## src/rtl/ysyx_24080006_clint_slave.sv

```systemverilog
// CLINT machine timer behind an AXI4 responder: free-running 64-bit mtime,
// mtimecmp and a registered timer interrupt. Read and write channels run independent FSMs.
module ysyx_24080006_clint_slave #(
    parameter int TICK_DIV = 1,
    parameter int ID_W     = 4
) (
    input  logic            clock,
    input  logic            reset,
    input  logic [31:0]     araddr,
    input  logic [ID_W-1:0] arid,
    input  logic [7:0]      arlen,
    input  logic            arvalid,
    output logic            arready,
    output logic [31:0]     rdata,
    output logic [1:0]      rresp,
    output logic [ID_W-1:0] rid,
    output logic            rlast,
    output logic            rvalid,
    input  logic            rready,
    input  logic [31:0]     awaddr,
    input  logic [ID_W-1:0] awid,
    input  logic [7:0]      awlen,
    input  logic            awvalid,
    output logic            awready,
    input  logic [31:0]     wdata,
    input  logic [3:0]      wstrb,
    input  logic            wlast,
    input  logic            wvalid,
    output logic            wready,
    output logic [1:0]      bresp,
    output logic [ID_W-1:0] bid,
    output logic            bvalid,
    input  logic            bready,
    output logic            timer_irq
);
    localparam logic [0:0] R_IDLE   = 1'b0;
    localparam logic [0:0] R_RESP   = 1'b1;
    localparam logic [1:0] W_IDLE   = 2'd0;
    localparam logic [1:0] W_GOT_AW = 2'd1;
    localparam logic [1:0] W_GOT_W  = 2'd2;
    localparam logic [1:0] W_RESP   = 2'd3;

    function automatic logic reg_hit(input logic [15:0] off);
        return (off == 16'h0) || (off == 16'h4) || (off == 16'h8) || (off == 16'hC);
    endfunction

    logic [7:0]      presc_q, presc_d;
    logic [63:0]     mtime_q, mtime_d, mtimecmp_q, mtimecmp_d;
    logic [31:0]     shadow_q, shadow_d;
    logic            irq_q;
    logic [0:0]      rstate_q, rstate_d;
    logic [31:0]     rdata_q, rdata_d;
    logic [1:0]      rresp_q, rresp_d;
    logic [ID_W-1:0] rid_q, rid_d;
    logic [1:0]      wstate_q, wstate_d;
    logic [1:0]      bresp_q, bresp_d;
    logic [ID_W-1:0] bid_q, bid_d;
    logic [15:0]     awoff_q;
    logic [7:0]      awlen_q;
    logic [ID_W-1:0] awid_q;
    logic [31:0]     wdata_q;
    logic [3:0]      wstrb_q;
    logic            wlast_q;

    logic            tick, ar_fire, aw_fire, w_fire, have_aw, have_w, commit;
    logic [15:0]     w_off;
    logic [7:0]      w_len;
    logic [ID_W-1:0] w_id;
    logic [31:0]     w_data, wmask;
    logic [3:0]      w_strb;
    logic            w_last;
    logic            unused_addr;

    assign unused_addr = ^{araddr[31:16], awaddr[31:16]};

    assign arready   = (rstate_q == R_IDLE);
    assign rvalid    = (rstate_q == R_RESP);
    assign rlast     = rvalid;
    assign rdata     = rdata_q;
    assign rresp     = rresp_q;
    assign rid       = rid_q;
    assign awready   = (wstate_q == W_IDLE) || (wstate_q == W_GOT_W);
    assign wready    = (wstate_q == W_IDLE) || (wstate_q == W_GOT_AW);
    assign bvalid    = (wstate_q == W_RESP);
    assign bresp     = bresp_q;
    assign bid       = bid_q;
    assign timer_irq = irq_q;

    assign tick    = (presc_q == 8'(TICK_DIV - 1));
    assign ar_fire = arvalid && arready;
    assign aw_fire = awvalid && awready;
    assign w_fire  = wvalid && wready;
    assign have_aw = aw_fire || (wstate_q == W_GOT_AW);
    assign have_w  = w_fire || (wstate_q == W_GOT_W);

    // A channel handshaking this cycle is used directly so the commit lands in the same cycle.
    assign w_off  = aw_fire ? awaddr[15:0] : awoff_q;
    assign w_len  = aw_fire ? awlen : awlen_q;
    assign w_id   = aw_fire ? awid : awid_q;
    assign w_data = w_fire ? wdata : wdata_q;
    assign w_strb = w_fire ? wstrb : wstrb_q;
    assign w_last = w_fire ? wlast : wlast_q;
    assign wmask  = {{8{w_strb[3]}}, {8{w_strb[2]}}, {8{w_strb[1]}}, {8{w_strb[0]}}};

    always_comb begin
        wstate_d = wstate_q;
        bresp_d  = bresp_q;
        bid_d    = bid_q;
        commit   = 1'b0;
        if (have_aw && have_w) begin
            if (w_len != 8'd0) begin
                // Bursts are drained beat by beat in W_GOT_AW until wlast.
                if (w_last) begin
                    wstate_d = W_RESP;
                    bresp_d  = 2'b10;
                    bid_d    = w_id;
                end else begin
                    wstate_d = W_GOT_AW;
                end
            end else begin
                wstate_d = W_RESP;
                bid_d    = w_id;
                bresp_d  = reg_hit(w_off) ? 2'b00 : 2'b11;
                commit   = reg_hit(w_off) && (w_strb != 4'd0);
            end
        end else if (aw_fire) begin
            wstate_d = W_GOT_AW;
        end else if (w_fire) begin
            wstate_d = W_GOT_W;
        end else if ((wstate_q == W_RESP) && bready) begin
            wstate_d = W_IDLE;
        end
    end

    always_comb begin
        presc_d    = tick ? 8'd0 : presc_q + 8'd1;
        mtime_d    = tick ? mtime_q + 64'd1 : mtime_q;
        mtimecmp_d = mtimecmp_q;
        if (commit) begin
            case (w_off)
                16'h0:   mtime_d = {mtime_q[63:32], (mtime_q[31:0] & ~wmask) | (w_data & wmask)};
                16'h4:   mtime_d = {(mtime_q[63:32] & ~wmask) | (w_data & wmask), mtime_q[31:0]};
                16'h8:   mtimecmp_d[31:0]  = (mtimecmp_q[31:0] & ~wmask) | (w_data & wmask);
                16'hC:   mtimecmp_d[63:32] = (mtimecmp_q[63:32] & ~wmask) | (w_data & wmask);
                default: ;
            endcase
        end
    end

    always_comb begin
        rstate_d = rstate_q;
        rdata_d  = rdata_q;
        rresp_d  = rresp_q;
        rid_d    = rid_q;
        shadow_d = shadow_q;
        if (ar_fire) begin
            rstate_d = R_RESP;
            rid_d    = arid;
            rdata_d  = 32'd0;
            if (arlen != 8'd0) begin
                rresp_d = 2'b10;
            end else if (!reg_hit(araddr[15:0])) begin
                rresp_d = 2'b11;
            end else begin
                rresp_d = 2'b00;
                case (araddr[15:0])
                    16'h0: begin
                        rdata_d  = mtime_q[31:0];
                        shadow_d = mtime_q[63:32];
                    end
                    16'h4:   rdata_d = shadow_q;
                    16'h8:   rdata_d = mtimecmp_q[31:0];
                    default: rdata_d = mtimecmp_q[63:32];
                endcase
            end
        end else if ((rstate_q == R_RESP) && rready) begin
            rstate_d = R_IDLE;
        end
    end

    always_ff @(posedge clock or negedge reset) begin
        if (!reset) begin
            presc_q    <= 8'd0;
            mtime_q    <= 64'd0;
            mtimecmp_q <= '1;
            shadow_q   <= 32'd0;
            irq_q      <= 1'b0;
            rstate_q   <= R_IDLE;
            rdata_q    <= 32'd0;
            rresp_q    <= 2'b00;
            rid_q      <= '0;
            wstate_q   <= W_IDLE;
            bresp_q    <= 2'b00;
            bid_q      <= '0;
            awoff_q    <= 16'd0;
            awlen_q    <= 8'd0;
            awid_q     <= '0;
            wdata_q    <= 32'd0;
            wstrb_q    <= 4'd0;
            wlast_q    <= 1'b0;
        end else begin
            presc_q    <= presc_d;
            mtime_q    <= mtime_d;
            mtimecmp_q <= mtimecmp_d;
            shadow_q   <= shadow_d;
            irq_q      <= (mtime_q >= mtimecmp_q);
            rstate_q   <= rstate_d;
            rdata_q    <= rdata_d;
            rresp_q    <= rresp_d;
            rid_q      <= rid_d;
            wstate_q   <= wstate_d;
            bresp_q    <= bresp_d;
            bid_q      <= bid_d;
            if (aw_fire) begin
                awoff_q <= awaddr[15:0];
                awlen_q <= awlen;
                awid_q  <= awid;
            end
            if (w_fire) begin
                wdata_q <= wdata;
                wstrb_q <= wstrb;
                wlast_q <= wlast;
            end
        end
    end
endmodule

```

## config.mk

```make
export PLATFORM = sky130hd
export DESIGN_NAME = ysyx_24080006_clint_slave
export DESIGN_NICKNAME = d
export VERILOG_FILES = /design/src/rtl/ysyx_24080006_clint_slave.sv
export SDC_FILE = /design/constraint.sdc
export NUM_CORES = 1
export LEC_CHECK = 0
export BUFFER_PORTS_ARGS = -buffer_cell sky130_fd_sc_hd__clkbuf_2
export CAP_MARGIN = 40
export CORE_MARGIN = 1.5
export CORE_UTILIZATION = 50
export CTS_CLUSTER_DIAMETER = 80
export CTS_CLUSTER_SIZE = 8
export DETAILED_ROUTE_END_ITERATION = 8
export GPL_TIMING_DRIVEN = 0
export PLACE_DENSITY = 0.68
export SKIP_CTS_REPAIR_TIMING = 1
export SYNTH_ARGS = -nofsm -noshare
export SYNTH_HDL_FRONTEND = slang
export SYNTH_SLANG_ARGS = --single-unit
```

## constraint.sdc

```tcl
create_clock -name clock -period 3.4 [get_ports clock]
set_input_delay 0.17 -clock clock [delete_from_list [all_inputs] [get_ports clock]]
set_output_delay 0.17 -clock clock [all_outputs]
set_load 0.02 [all_outputs]
```

==> results.yml <==
synthesis:
  yosysSeqAreaShare: 0.485
  netlist.area_leader.share: 0.370
  synth.ff_latch_count: 281
  synth_edf_count: 0
  synth.avg_cell_area_um2: 9.69
  synth_area_mm2: 0.0147
  yosysWarnings: 0
  synthTopCellsByCount: "nand2_1, dfrtp_1, o21ai_0"
  synth_flop_cell: "dfrtp_1"
  yosys.area.top_type: "dfrtp_1"
  yosysMostFrequentCell: "nand2_1"
  syn_inst: 1515
  synth_top_cells_by_area: "dfrtp_1, dfstp_2, mux2_2, nand2_1, ha_1"
  ys_types: 62
  syn_nets: 1714
  synthArstFlopShare: 1.00
place:
  dpl_cell_area_mm2: 0.0161
  gp_congestion: 0.937
  dpl.cell_count: 2058
  hpwl_um: 32800
  io_buffer_count: 149
clock_network:
  cts_tree: "done"
  cts.clk_slew.worst_paths_ns: 0.05
  cts_buffers: 41
  cts_buffer_depth: 3
  h-tree-depth: 2
  root_buffer: "clkbuf_16"
  cts_num_sinks: 281
  clock_latency_ns: 0.53
finish:
  nets: 1953
  regArea_mm2: 0.00711
  antenna_cells: 0
  finalNonFillerCells: 2167
  fill_cells: 2484
  syn_to_final_growth_pct: 20.2
  drive_gt1_frac: 0.216
  multi_input_area_mm2: 0.00688
  design_area_mm2: 0.0176
setup_path:
  cp_slowest_cell: "mux2i_2"
  slowest_delay_ns: 0.52
  cp_max_fo: 10
  crit_path_cell_trace: "nand2b_1 -> buf_2 -> mux2i_2 -> clkinv_1 -> nand3_1 -> clkbuf_1 -> o21ai_0"
  cp-start-kind: "flop"
  worstPathRequired_ns: 3.80
  worstPathArrival_ns: 3.66
  worstSetupEndpointType: "flop"
  worst-path-buf-inv: 3
  crit_family: "buffers and inverters"
  crit_type: "flop to flop"
detailed_routing:
  dr.pass1.iters: 6
  drt-initial-drc-count: 1049
  antenna_left: 0
  viasPerCell: 5.91
  vias: 12797
  wl_um: 45300
  wl_per_cell_um: 20.9
  drc_errors: 0
global_route:
  grt_pass1_vias: 12492
  grt_max_degree: 105
  antenna_found_initial: 1
  grtUsageTotal: 0.296
  grt_overflow: 0
  grt_pass1_wl_um: 70000
flow_run:
  max_cap_violations: 0
pwr:
  power.leakage_nw: 8.07
  total_power_w: 0.00973
  ir_worst_vdd_uv: 504
  p_per_area_mw_per_mm2: 551
floorplanning:
  fp.dieW_um: 174
  io_pins: 183
  coreArea_mm2: 0.0288
  initial_core_util: 0.510
  dieArea_mm2: 0.0304
  placementRows: 62
  die_h_um: 174
min_path:
  worstHoldPathType: "input port to flop"
status:
  failed_checks: "negative hold slack"
  status: "finished with violations"
sta:
  slew_violations: 0
  hold_viol_final: 5
  tightest_slew_ns: 0.901
  fin_skew_ns: 0.0184
  rsz0062_at_grt: "no"
  period_needed_ns: 3.26
  fmax_ghz: 0.306
  setup_viol: 0
  final.period_utilization: 0.960
  max_slew_margin: 0.396
  hold_ws_ns: -0.0148
tightest hold or removal path, cell delays in order:
cell and delay (ns):
clkbuf_2 0.07, nor4_1 0.03, nand3_1 0.09, o21ai_0 0.09
layout make-up:
type | instances | area share
clock buffers | 70 | 0.0667
flip-flops and latches | 281 | 0.403
repair buffers | 197 | 0.0722
inverters | 115 | 0.0245
multi-input cells | 1055 | 0.390
well taps | 384 | 0.0272
plain buffers | 63 | 0.0151
clock inverters | 2 | 0.000993
metal layers:
metal  share of wire  GRT usage
met3           0.068     0.0477
met4           0.039      0.115
met1            0.44      0.416
met2            0.45      0.460
met5         0.00026          0
per-stage QoR:
stage	TNS [ns]	setup WS, ns	utilization
detailed placement	-0.0670	-0.0408	0.558
floorplan	0	0.934	-
global route	0	0.00981	0.613
finish	0	0.136	0.613
CTS	-0.325	-0.0733	0.599
global placement	-936.23	-3.82	0.553
where the power goes:
group	internal, W	leakage [nW]	total (W)	switching (W)
registers	0.00380	3.38	0.00407	0.000278
clock network	0.00233	0.570	0.00383	0.00150
logic	0.000671	4.12	0.00182	0.00115
total	0.00680	8.07	0.00973	0.00293
cells in the final DEF, fill, tap and decap left out, drive strengths merged, types with 4 or more instances in the layout:
cell type / synthesis / layout
clkbuf: 48 / 266
nand2: 237 / 237
dfrtp: 217 / 217
o21ai: 141 / 141
inv: 114 / 115
mux2: 88 / 88
a21oi: 84 / 84
ha: 67 / 67
dfstp: 64 / 64
nor2: 57 / 57
a211oi: 39 / 39
mux2i: 37 / 37
nand3: 37 / 37
dlygate4sd3: 0 / 35
nor3: 33 / 33
o22ai: 32 / 32
buf: 16 / 29
nand4: 27 / 27
and3: 22 / 22
nor4: 22 / 22
a221oi: 14 / 14
and4: 14 / 14
and2: 11 / 11
a21o: 10 / 10
a32o: 10 / 10
nand2b: 7 / 7
xnor2: 6 / 6
a22o: 6 / 6
nor3b: 5 / 5
o211ai: 5 / 5
nor4b: 4 / 4
a211o: 4 / 4
final timing paths:
path	start	cells past startpoint	slack [ns]	endpoint
max in group asynchronous	reset	4	2.15	mtime_q[47]
worst max-delay path	wstate_q[0]	7	0.14	flop
worst min-delay path	arlen[5]	4	-0.01	rresp[0]
min in group asynchronous	reset	2	0.02	rid[1]
worst min register to register	rdata[28]	2	0.46	rdata[28]
worst max register to register	wstate_q[0]	7	0.14	flop
cell families (layout without fill, tap and decap cells):
logic type | after synthesis | count (layout) | synth area share
simple gates | 488 | 488 | 0.159
compound gates | 369 | 369 | 0.153
flops | 281 | 281 | 0.485
buf+inv | 179 | 447 | 0.0477
mux | 125 | 125 | 0.0948
fa+ha+maj | 67 | 67 | 0.0571
xor+xnor | 6 | 6 | 0.00358
Power figures use the tool's default switching activity.
